`src/rtl/rr_trace_demarshaller_n_if.sv`:
```
// rr_trace_demarshaller_n_if
//   Bundle of the replay-packet input handshake and the N per-channel output
//   handshakes of rr_trace_demarshaller_n.
//   master : the side that supplies packets and consumes channels (stream FIFO + replay channels)
//   slave  : the demarshaller itself
// Signals
//   in_valid/in_ready         packet handshake
//   in_logb_valid[N]          channels present in the packet
//   in_loge_valid[E]          loge bits of the packet
//   in_data[N*CHANNEL_W]      compacted logb data, present channels packed from the LSB
//   out_valid/out_ready[N]    per-channel handshakes
//   out_data[N*CHANNEL_W]     channel c at slot [c*CHANNEL_W +: CHANNEL_W]
//   out_loge_valid[E]         loge snapshot of the held packet
//   e_valid/e_ready           loge-only packet handshake
interface rr_trace_demarshaller_n_if #(
  parameter int CHANNEL_CNT = 4,
  parameter int CHANNEL_W   = 8,
  parameter int LOGE_CNT    = 4
);
  logic                             in_valid;
  logic                             in_ready;
  logic [CHANNEL_CNT-1:0]           in_logb_valid;
  logic [LOGE_CNT-1:0]              in_loge_valid;
  logic [CHANNEL_CNT*CHANNEL_W-1:0] in_data;
  logic [CHANNEL_CNT-1:0]           out_valid;
  logic [CHANNEL_CNT-1:0]           out_ready;
  logic [CHANNEL_CNT*CHANNEL_W-1:0] out_data;
  logic [LOGE_CNT-1:0]              out_loge_valid;
  logic                             e_valid;
  logic                             e_ready;

  modport master (
    output in_valid, in_logb_valid, in_loge_valid, in_data, out_ready, e_ready,
    input  in_ready, out_valid, out_data, out_loge_valid, e_valid
  );

  modport slave (
    input  in_valid, in_logb_valid, in_loge_valid, in_data, out_ready, e_ready,
    output in_ready, out_valid, out_data, out_loge_valid, e_valid
  );
endinterface

```
`src/rtl/rr_trace_demarshaller_n.sv`:
```
// rr_trace_demarshaller_n
//   Single-stage N-way trace demarshaller on the replay path. One packed replay
//   packet is held per handshake; its compacted logb data is scattered to N
//   independent valid/ready channels. A done mask remembers channels that
//   already fired so a partially consumed packet never re-presents them.
//   Loge-only packets are offered on e_valid/e_ready; empty packets are
//   dropped in one cycle.
// Ports
//   clk                 clock
//   rstn                synchronous active-low reset
//   bus (slave)         packet input and per-channel outputs, see rr_trace_demarshaller_n_if
//   stat_pkt_cnt        packets consumed                (RR_DEMARSHAL_STATS_EN)
//   stat_drop_cnt       empty packets dropped           (RR_DEMARSHAL_STATS_EN)
//   stat_partial_cyc    cycles spent in PARTIAL         (RR_DEMARSHAL_STATS_EN)
// Configuration
//   `define RR_DEMARSHAL_STATS_EN to build the saturating statistics counters;
//   otherwise the stat ports are tied to 0.
module rr_trace_demarshaller_n #(
  parameter int CHANNEL_CNT = 4,
  parameter int CHANNEL_W   = 8,
  parameter int LOGE_CNT    = 4,
  parameter int STAT_W      = 32
) (
  input  logic                 clk,
  input  logic                 rstn,
  rr_trace_demarshaller_n_if.slave bus,
  output logic [STAT_W-1:0]    stat_pkt_cnt,
  output logic [STAT_W-1:0]    stat_drop_cnt,
  output logic [STAT_W-1:0]    stat_partial_cyc
);

  localparam int DW    = CHANNEL_CNT * CHANNEL_W;
  localparam int OFF_W = $clog2(DW + 1);

  typedef enum logic [1:0] {
    S_IDLE    = 2'd0,
    S_FULL    = 2'd1,
    S_PARTIAL = 2'd2
  } state_t;

  state_t                  r_state;
  state_t                  w_state_nxt;
  logic [CHANNEL_CNT-1:0]  r_done_p1;
  logic [CHANNEL_CNT-1:0]  w_done_nxt;

  logic [CHANNEL_CNT-1:0]  r_logb_p1;
  logic [LOGE_CNT-1:0]     r_loge_p1;
  logic [DW-1:0]           r_data_p1;
  logic [OFF_W-1:0]        r_off_p1 [CHANNEL_CNT];
  logic [OFF_W-1:0]        w_off    [CHANNEL_CNT];

  logic                    w_vld_p1;
  logic                    w_logb_any;
  logic                    w_loge_any;
  logic                    w_done_logb;
  logic                    w_q_done;
  logic                    w_accept;
  logic [CHANNEL_CNT-1:0]  w_out_valid;
  logic [CHANNEL_CNT-1:0]  w_fire;
  logic [DW-1:0]           w_out_data;

  // Slot offsets of the incoming packet: channel c starts after all present
  // lower channels. Computed once at accept so the output side only shifts.
  always_comb begin
    logic [OFF_W-1:0] v_cnt;
    v_cnt = '0;
    for (int c = 0; c < CHANNEL_CNT; c++) begin
      w_off[c] = OFF_W'(CHANNEL_W) * v_cnt;
      v_cnt    = v_cnt + OFF_W'(bus.in_logb_valid[c]);
    end
  end

  // ---- stage p1: held packet, outputs derived from registered state ----
  assign w_vld_p1    = (r_state != S_IDLE);
  assign w_logb_any  = |r_logb_p1;
  assign w_loge_any  = |r_loge_p1;
  assign w_out_valid = {CHANNEL_CNT{w_vld_p1}} & r_logb_p1 & ~r_done_p1;
  assign w_fire      = w_out_valid & bus.out_ready;

  // Every present channel is either already done or handshaking now.
  assign w_done_logb = &(~r_logb_p1 | r_done_p1 | bus.out_ready);

  always_comb begin
    w_q_done = 1'b0;
    if (w_vld_p1) begin
      if (w_logb_any)      w_q_done = w_done_logb;
      else if (w_loge_any) w_q_done = bus.e_ready;
      else                 w_q_done = 1'b1;
    end
  end

  assign w_accept = bus.in_valid && bus.in_ready;

  always_comb begin
    logic [DW-1:0] v_shift;
    w_out_data = '0;
    for (int c = 0; c < CHANNEL_CNT; c++) begin
      v_shift = r_data_p1 >> r_off_p1[c];
      if (w_vld_p1 && r_logb_p1[c])
        w_out_data[c*CHANNEL_W +: CHANNEL_W] = v_shift[CHANNEL_W-1:0];
    end
  end

  assign bus.in_ready       = !w_vld_p1 || w_q_done;
  assign bus.out_valid      = w_out_valid;
  assign bus.out_data       = w_out_data;
  assign bus.out_loge_valid = w_vld_p1 ? r_loge_p1 : '0;
  assign bus.e_valid        = w_vld_p1 && !w_logb_any && w_loge_any;

  always_comb begin
    w_state_nxt = r_state;
    w_done_nxt  = r_done_p1;
    case (r_state)
      S_IDLE: begin
        if (w_accept) w_state_nxt = S_FULL;
      end
      default: begin
        if (w_q_done) begin
          w_done_nxt  = '0;
          w_state_nxt = w_accept ? S_FULL : S_IDLE;
        end else begin
          w_done_nxt  = r_done_p1 | w_fire;
          w_state_nxt = (|w_done_nxt) ? S_PARTIAL : S_FULL;
        end
      end
    endcase
  end

  always_ff @(posedge clk) begin
    if (!rstn) begin
      r_state   <= S_IDLE;
      r_done_p1 <= '0;
    end else begin
      r_state   <= w_state_nxt;
      r_done_p1 <= w_done_nxt;
    end
  end

  // Packet payload is only meaningful while the state is not IDLE, and all
  // outputs are gated by that, so it carries no reset.
  always_ff @(posedge clk) begin
    if (w_accept) begin
      r_logb_p1 <= bus.in_logb_valid;
      r_loge_p1 <= bus.in_loge_valid;
      r_data_p1 <= bus.in_data;
      r_off_p1  <= w_off;
    end
  end

`ifdef RR_DEMARSHAL_STATS_EN
  function automatic logic [STAT_W-1:0] sat_inc(input logic [STAT_W-1:0] v);
    return (&v) ? v : v + 1'b1;
  endfunction

  logic [STAT_W-1:0] r_stat_pkt;
  logic [STAT_W-1:0] r_stat_drop;
  logic [STAT_W-1:0] r_stat_part;

  always_ff @(posedge clk) begin
    if (!rstn) begin
      r_stat_pkt  <= '0;
      r_stat_drop <= '0;
      r_stat_part <= '0;
    end else begin
      if (w_q_done)                                r_stat_pkt  <= sat_inc(r_stat_pkt);
      if (w_q_done && !w_logb_any && !w_loge_any)  r_stat_drop <= sat_inc(r_stat_drop);
      if (r_state == S_PARTIAL)                    r_stat_part <= sat_inc(r_stat_part);
    end
  end

  assign stat_pkt_cnt     = r_stat_pkt;
  assign stat_drop_cnt    = r_stat_drop;
  assign stat_partial_cyc = r_stat_part;
`else
  assign stat_pkt_cnt     = '0;
  assign stat_drop_cnt    = '0;
  assign stat_partial_cyc = '0;
`endif

endmodule

```
`src/flat_wrapper.sv`:
```
// flat-port wrapper written by rule: the top's interface ports become plain ports
module rr_trace_demarshaller_n_flat 
#(
  parameter int CHANNEL_CNT = 4,
  parameter int CHANNEL_W   = 8,
  parameter int LOGE_CNT    = 4,
  parameter int STAT_W      = 32
)
  (clk, rstn, stat_pkt_cnt, stat_drop_cnt, stat_partial_cyc, bus_in_valid, bus_in_logb_valid, bus_in_loge_valid, bus_in_data, bus_out_ready, bus_e_ready, bus_in_ready, bus_out_valid, bus_out_data, bus_out_loge_valid, bus_e_valid);
  rr_trace_demarshaller_n_if #(.CHANNEL_CNT(CHANNEL_CNT), .CHANNEL_W(CHANNEL_W), .LOGE_CNT(LOGE_CNT)) bus_i ();
  input  logic clk;
  input  logic rstn;
  output logic [STAT_W-1:0] stat_pkt_cnt;
  output logic [STAT_W-1:0] stat_drop_cnt;
  output logic [STAT_W-1:0] stat_partial_cyc;
  input wire logic [$bits(bus_i.in_valid)-1:0] bus_in_valid;
  input wire logic [$bits(bus_i.in_logb_valid)-1:0] bus_in_logb_valid;
  input wire logic [$bits(bus_i.in_loge_valid)-1:0] bus_in_loge_valid;
  input wire logic [$bits(bus_i.in_data)-1:0] bus_in_data;
  input wire logic [$bits(bus_i.out_ready)-1:0] bus_out_ready;
  input wire logic [$bits(bus_i.e_ready)-1:0] bus_e_ready;
  output wire logic [$bits(bus_i.in_ready)-1:0] bus_in_ready;
  output wire logic [$bits(bus_i.out_valid)-1:0] bus_out_valid;
  output wire logic [$bits(bus_i.out_data)-1:0] bus_out_data;
  output wire logic [$bits(bus_i.out_loge_valid)-1:0] bus_out_loge_valid;
  output wire logic [$bits(bus_i.e_valid)-1:0] bus_e_valid;
  assign bus_i.in_valid = bus_in_valid;
  assign bus_i.in_logb_valid = bus_in_logb_valid;
  assign bus_i.in_loge_valid = bus_in_loge_valid;
  assign bus_i.in_data = bus_in_data;
  assign bus_i.out_ready = bus_out_ready;
  assign bus_i.e_ready = bus_e_ready;
  assign bus_in_ready = bus_i.in_ready;
  assign bus_out_valid = bus_i.out_valid;
  assign bus_out_data = bus_i.out_data;
  assign bus_out_loge_valid = bus_i.out_loge_valid;
  assign bus_e_valid = bus_i.e_valid;
  rr_trace_demarshaller_n #(.CHANNEL_CNT(CHANNEL_CNT), .CHANNEL_W(CHANNEL_W), .LOGE_CNT(LOGE_CNT), .STAT_W(STAT_W)) u_core (.clk(clk), .rstn(rstn), .bus(bus_i), .stat_pkt_cnt(stat_pkt_cnt), .stat_drop_cnt(stat_drop_cnt), .stat_partial_cyc(stat_partial_cyc));
endmodule
```
`config.mk`:
```
export PLATFORM = sky130hd
export DESIGN_NAME = rr_trace_demarshaller_n_flat
export DESIGN_NICKNAME = d
export VERILOG_FILES = /design/src/rtl/rr_trace_demarshaller_n_if.sv /design/src/rtl/rr_trace_demarshaller_n.sv /design/src/flat_wrapper.sv
export SDC_FILE = /design/constraint.sdc
export NUM_CORES = 1
export LEC_CHECK = 0
export BUFFER_PORTS_ARGS = -buffer_cell sky130_fd_sc_hd__buf_2
export CORE_UTILIZATION = 41
export CTS_BUF_LIST = sky130_fd_sc_hd__clkbuf_4
export DETAILED_ROUTE_END_ITERATION = 10
export PLACE_DENSITY_LB_ADDON = 0.05
export SLEW_MARGIN = 20
export SYNTH_ARGS = -nofsm -noshare
export SYNTH_HDL_FRONTEND = slang
export SYNTH_SLANG_ARGS = --single-unit
```
`constraint.sdc`:
```
create_clock -name clk -period 2.9 [get_ports clk]
set_input_delay 0.29 -clock clk [delete_from_list [all_inputs] [get_ports clk]]
set_output_delay 0.29 -clock clk [all_outputs]
set_load 0.02 [all_outputs]
```
==> flow_summary_export.csv <==
group,metric,value,unit
setup_path,startpoint_type,"flop",
setup_path,worst-path-max-fanout,12,
sta,rsz0062_at_grt,"false",
floorplan,fp.dieW,90.5,um
clocking,postCtsSetupBuffers,0,
clocking,clockBufferDepth,2,
layout,multi_input_area,1310,um^2
sta,slew-limit-headroom,56.0,%
setup_path,worstSetupPathType,"reg -> out",
power_and_ir_drop,power.density,537,nW/um^2
sta,drv_slew,0,
detailed_routing,drtAntennaViolNets,0,
detailed_routing,finalWirelength,6.24,mm
clocking,h-tree-depth,2,
detailed_routing,routed_via_density,4.37,
setup_path,crit_path_cell_trace,"nor3b_1 -> or4_1 -> o21ai_2 -> buf_2",
placement,gp_congestion,0.779,
sta,hold_slack,0.0760,ns
logic_synthesis,yosys_warnings,0,
floorplan,die_h,90.5,um
sta,hold_viol_final,0,
outcome,outcome,"complete, no violations",
layout,n_fill_cell,710,
global_routing,grt.total_usage,15.6,%
floorplan,die-area,8200,um^2
detailed_routing,drt_iter0_drc,77,
sta,period_share,86.4,%
clocking,clkSinkCount,51,
placement,placed_cell_area,3390,um^2
power_and_ir_drop,p_leak,0.00165,uW
clocking,cts_resized,0,
logic_synthesis,synth_cells,262,
logic_synthesis,yosysSeqAreaShare,45.8,%
setup_path,slowest_delay,0.59,ns
setup_path,crit_path_start,"u_core.r_logb_p1[2]$_DFFE_PP_",
layout,syn2layout_area_growth,8.10,%
global_routing,grt_max_degree,46,
logic_synthesis,synth_area,3210,um^2
floorplan,io_pins,186,
placement,hpwl,4.51,mm
worst_hold_path,hp-class,"in -> reg",
detailed_routing,dr.pass1.iters,4,
layout,most-common-layout-cells,"conb_1, buf_2, edfxtp_1",
sta,max_slew.worst_pin.slew,0.654,ns
setup_path,required,2.61,ns
global_routing,grt_pass1_wl,9.76,mm
clocking,cts_tree,"yes",
global_routing,grt_overflow_total,0,
detailed_routing,dr_total_vias,1958,
detailed_routing,drcViolationCount,0,
setup_path,timing.rr.end,"u_core.r_logb_p1[0]$_DFFE_PP_",
layout,final_nets,400,
logic_synthesis,ys_types,34,
setup_path,ff2ff_path_depth,5,
setup_path,cp-end-kind,"output port",
detailed_routing,wl_per_cell,13.9,um
floorplan,core,7410,um^2
global_routing,grt_pass1_vias,1891,
clocking,clk_transition_reported_paths,0.15,ns
layout,drive_above_1_share,35.2,%
sta,fmax,399,MHz
setup_path,critPathSlowestCell,"edfxtp_1",
sta,fin_crit,2.51,ns
clocking,cts-buffers-inserted,5,
setup_path,cp.arrival,2.22,ns
clocking,root_buffer,"clkbuf_4",
layout,n_antenna_cell,0,
setup_path,reg2reg_slack,0.49,ns
logic_synthesis,syn_avg_cell_area,12.3,um^2
setup_path,timing.rr.start,"u_core.r_logb_p1[2]$_DFFE_PP_",
logic_synthesis,yosys_register_bits,51,
layout,register_area,1470,um^2
clocking,clk_latency,0.37,ns
clocking,hold_buffers,0,
sta,fin_setup_tns,0,ns
layout,finish.instance_area,3470,um^2
setup_path,worstSetupEndpoint,"bus_in_ready",
placement,port-buffer-count,89,
floorplan,start_util,43.4,%
job,cap_violations,0,
floorplan,rows,31,
global_routing,grt_antenna_before_repair,0,
sta,setup_violations,0,
power_and_ir_drop,max-vdd-ir-drop,229,uV
layout,final_common_cell,"conb_1",
sta,fin_skew,0.0113,ns
[worst min-delay path by stage]
stage	start	endpoint	slack [ns]	cells after the start
global route	bus_in_data[3]	u_core.r_data_p1[3]$_DFFE_PP_	0.04	1
detailed placement	bus_in_data[3]	u_core.r_data_p1[3]$_DFFE_PP_	0.47	1
finish	bus_in_data[1]	u_core.r_data_p1[1]$_DFFE_PP_	0.08	1
floorplan	bus_in_data[0]	u_core.r_data_p1[0]$_DFFE_PP_	0.39	0
global placement	bus_in_data[19]	u_core.r_data_p1[19]$_DFFE_PP_	0.47	1
CTS	bus_in_data[19]	u_core.r_data_p1[19]$_DFFE_PP_	0.06	1
[state kept, by name (all words and copies together), names as in the netlist]
signal / cells
u_core.r_off_p1: 5
u_core.r_data_p1: 32
u_core.r_state: 2
u_core.r_done_p1: 4
u_core.r_logb_p1: 4
u_core.r_loge_p1: 4
[cell families after synthesis]
family	Yosys count	share of synthesized area (%)
AOI/OAI and AO/OA	10	2.65
adders and majority gates	4	1.79
buffers and inverters	110	24.5
DFF	51	45.8
muxes	25	14.0
other	1	0.117
and+or+nand+nor	61	11.2
[worst max-delay path, delay by kind of cell (launching register included)]
family                 cells  cell delay, ns
AO/OA/AOI/OAI              1            0.30
flip-flops                 1            0.59
AND/OR/NAND/NOR            2            0.73
buffers and inverters      1            0.23
[report_power, final]
| part | total (uW) | switching, uW | internal (uW) |
|---|---|---|---|
| clock network | 410 | 228 | 182 |
| registers | 949 | 67.0 | 882 |
| logic | 507 | 324 | 182 |
| total | 1870 | 620 | 1250 |
[layout make-up]
type                    count  share of cell area (%)
flip-flops and latches     51                    42.3
multi-input cells         196                    37.8
repair buffers             91                    13.6
well taps                  99                    3.57
clock inverters             3                    1.26
clock buffers               5                    1.08
inverters                   3                   0.324
[synthesized netlist by cell type]
cell | count | area [um^2]
o31ai_1 | 1 | 7.51
nor3_1 | 1 | 5.00
or4_1 | 1 | 7.51
conb_1 | 1 | 3.75
a21oi_1 | 2 | 10.0
o21ai_2 | 1 | 8.76
a31oi_1 | 2 | 12.5
nor3b_1 | 4 | 30.0
inv_1 | 3 | 11.3
nand4_1 | 1 | 6.26
buf_1 | 1 | 3.75
and2_1 | 5 | 31.3
fa_1 | 1 | 20.0
nand2_1 | 5 | 18.8
buf_2 | 2 | 10.0
and4_1 | 1 | 8.76
and3_1 | 17 | 106
o32ai_2 | 1 | 16.3
edfxtp_1 | 45 | 1350
nor3_4 | 1 | 16.3
dfxtp_1 | 6 | 120
buf_6 | 1 | 11.3
buf_4 | 97 | 728
nor4_1 | 1 | 6.26
mux2i_1 | 9 | 90.1
ha_1 | 3 | 37.5
nor2b_1 | 8 | 50.1
mux4_2 | 16 | 360
a311oi_2 | 1 | 15.0
clkbuf_1 | 6 | 22.5
nor2_1 | 13 | 48.8
or4_4 | 1 | 11.3
or2_2 | 2 | 12.5
o211ai_1 | 2 | 15.0
[metal layers]
metal | track usage [%] | vias up | wire length [um]
met2 | 26.5 | 112 | 3060
met5 | 0 | - | 0
li1 | - | 912 | -
met3 | 4.80 | 7 | 567
met4 | 4.44 | 0 | 59
met1 | 18.9 | 927 | 2550
[through the flow]
step / utilization (%) / instances / worst slack (ns) / power [uW]
2_1_floorplan: - / 357 / 0.307 / 1430
3_3_place_gp: 45.8 / 440 / 0.548 / 1470
3_5_place_dp: 45.8 / 440 / 0.518 / 1470
4_1_cts: 46.9 / 448 / 0.378 / 1890
5_1_grt: 46.9 / 448 / 0.223 / 1960
6_report: 46.9 / 448 / 0.394 / 1870
Power figures use the tool's default switching activity.
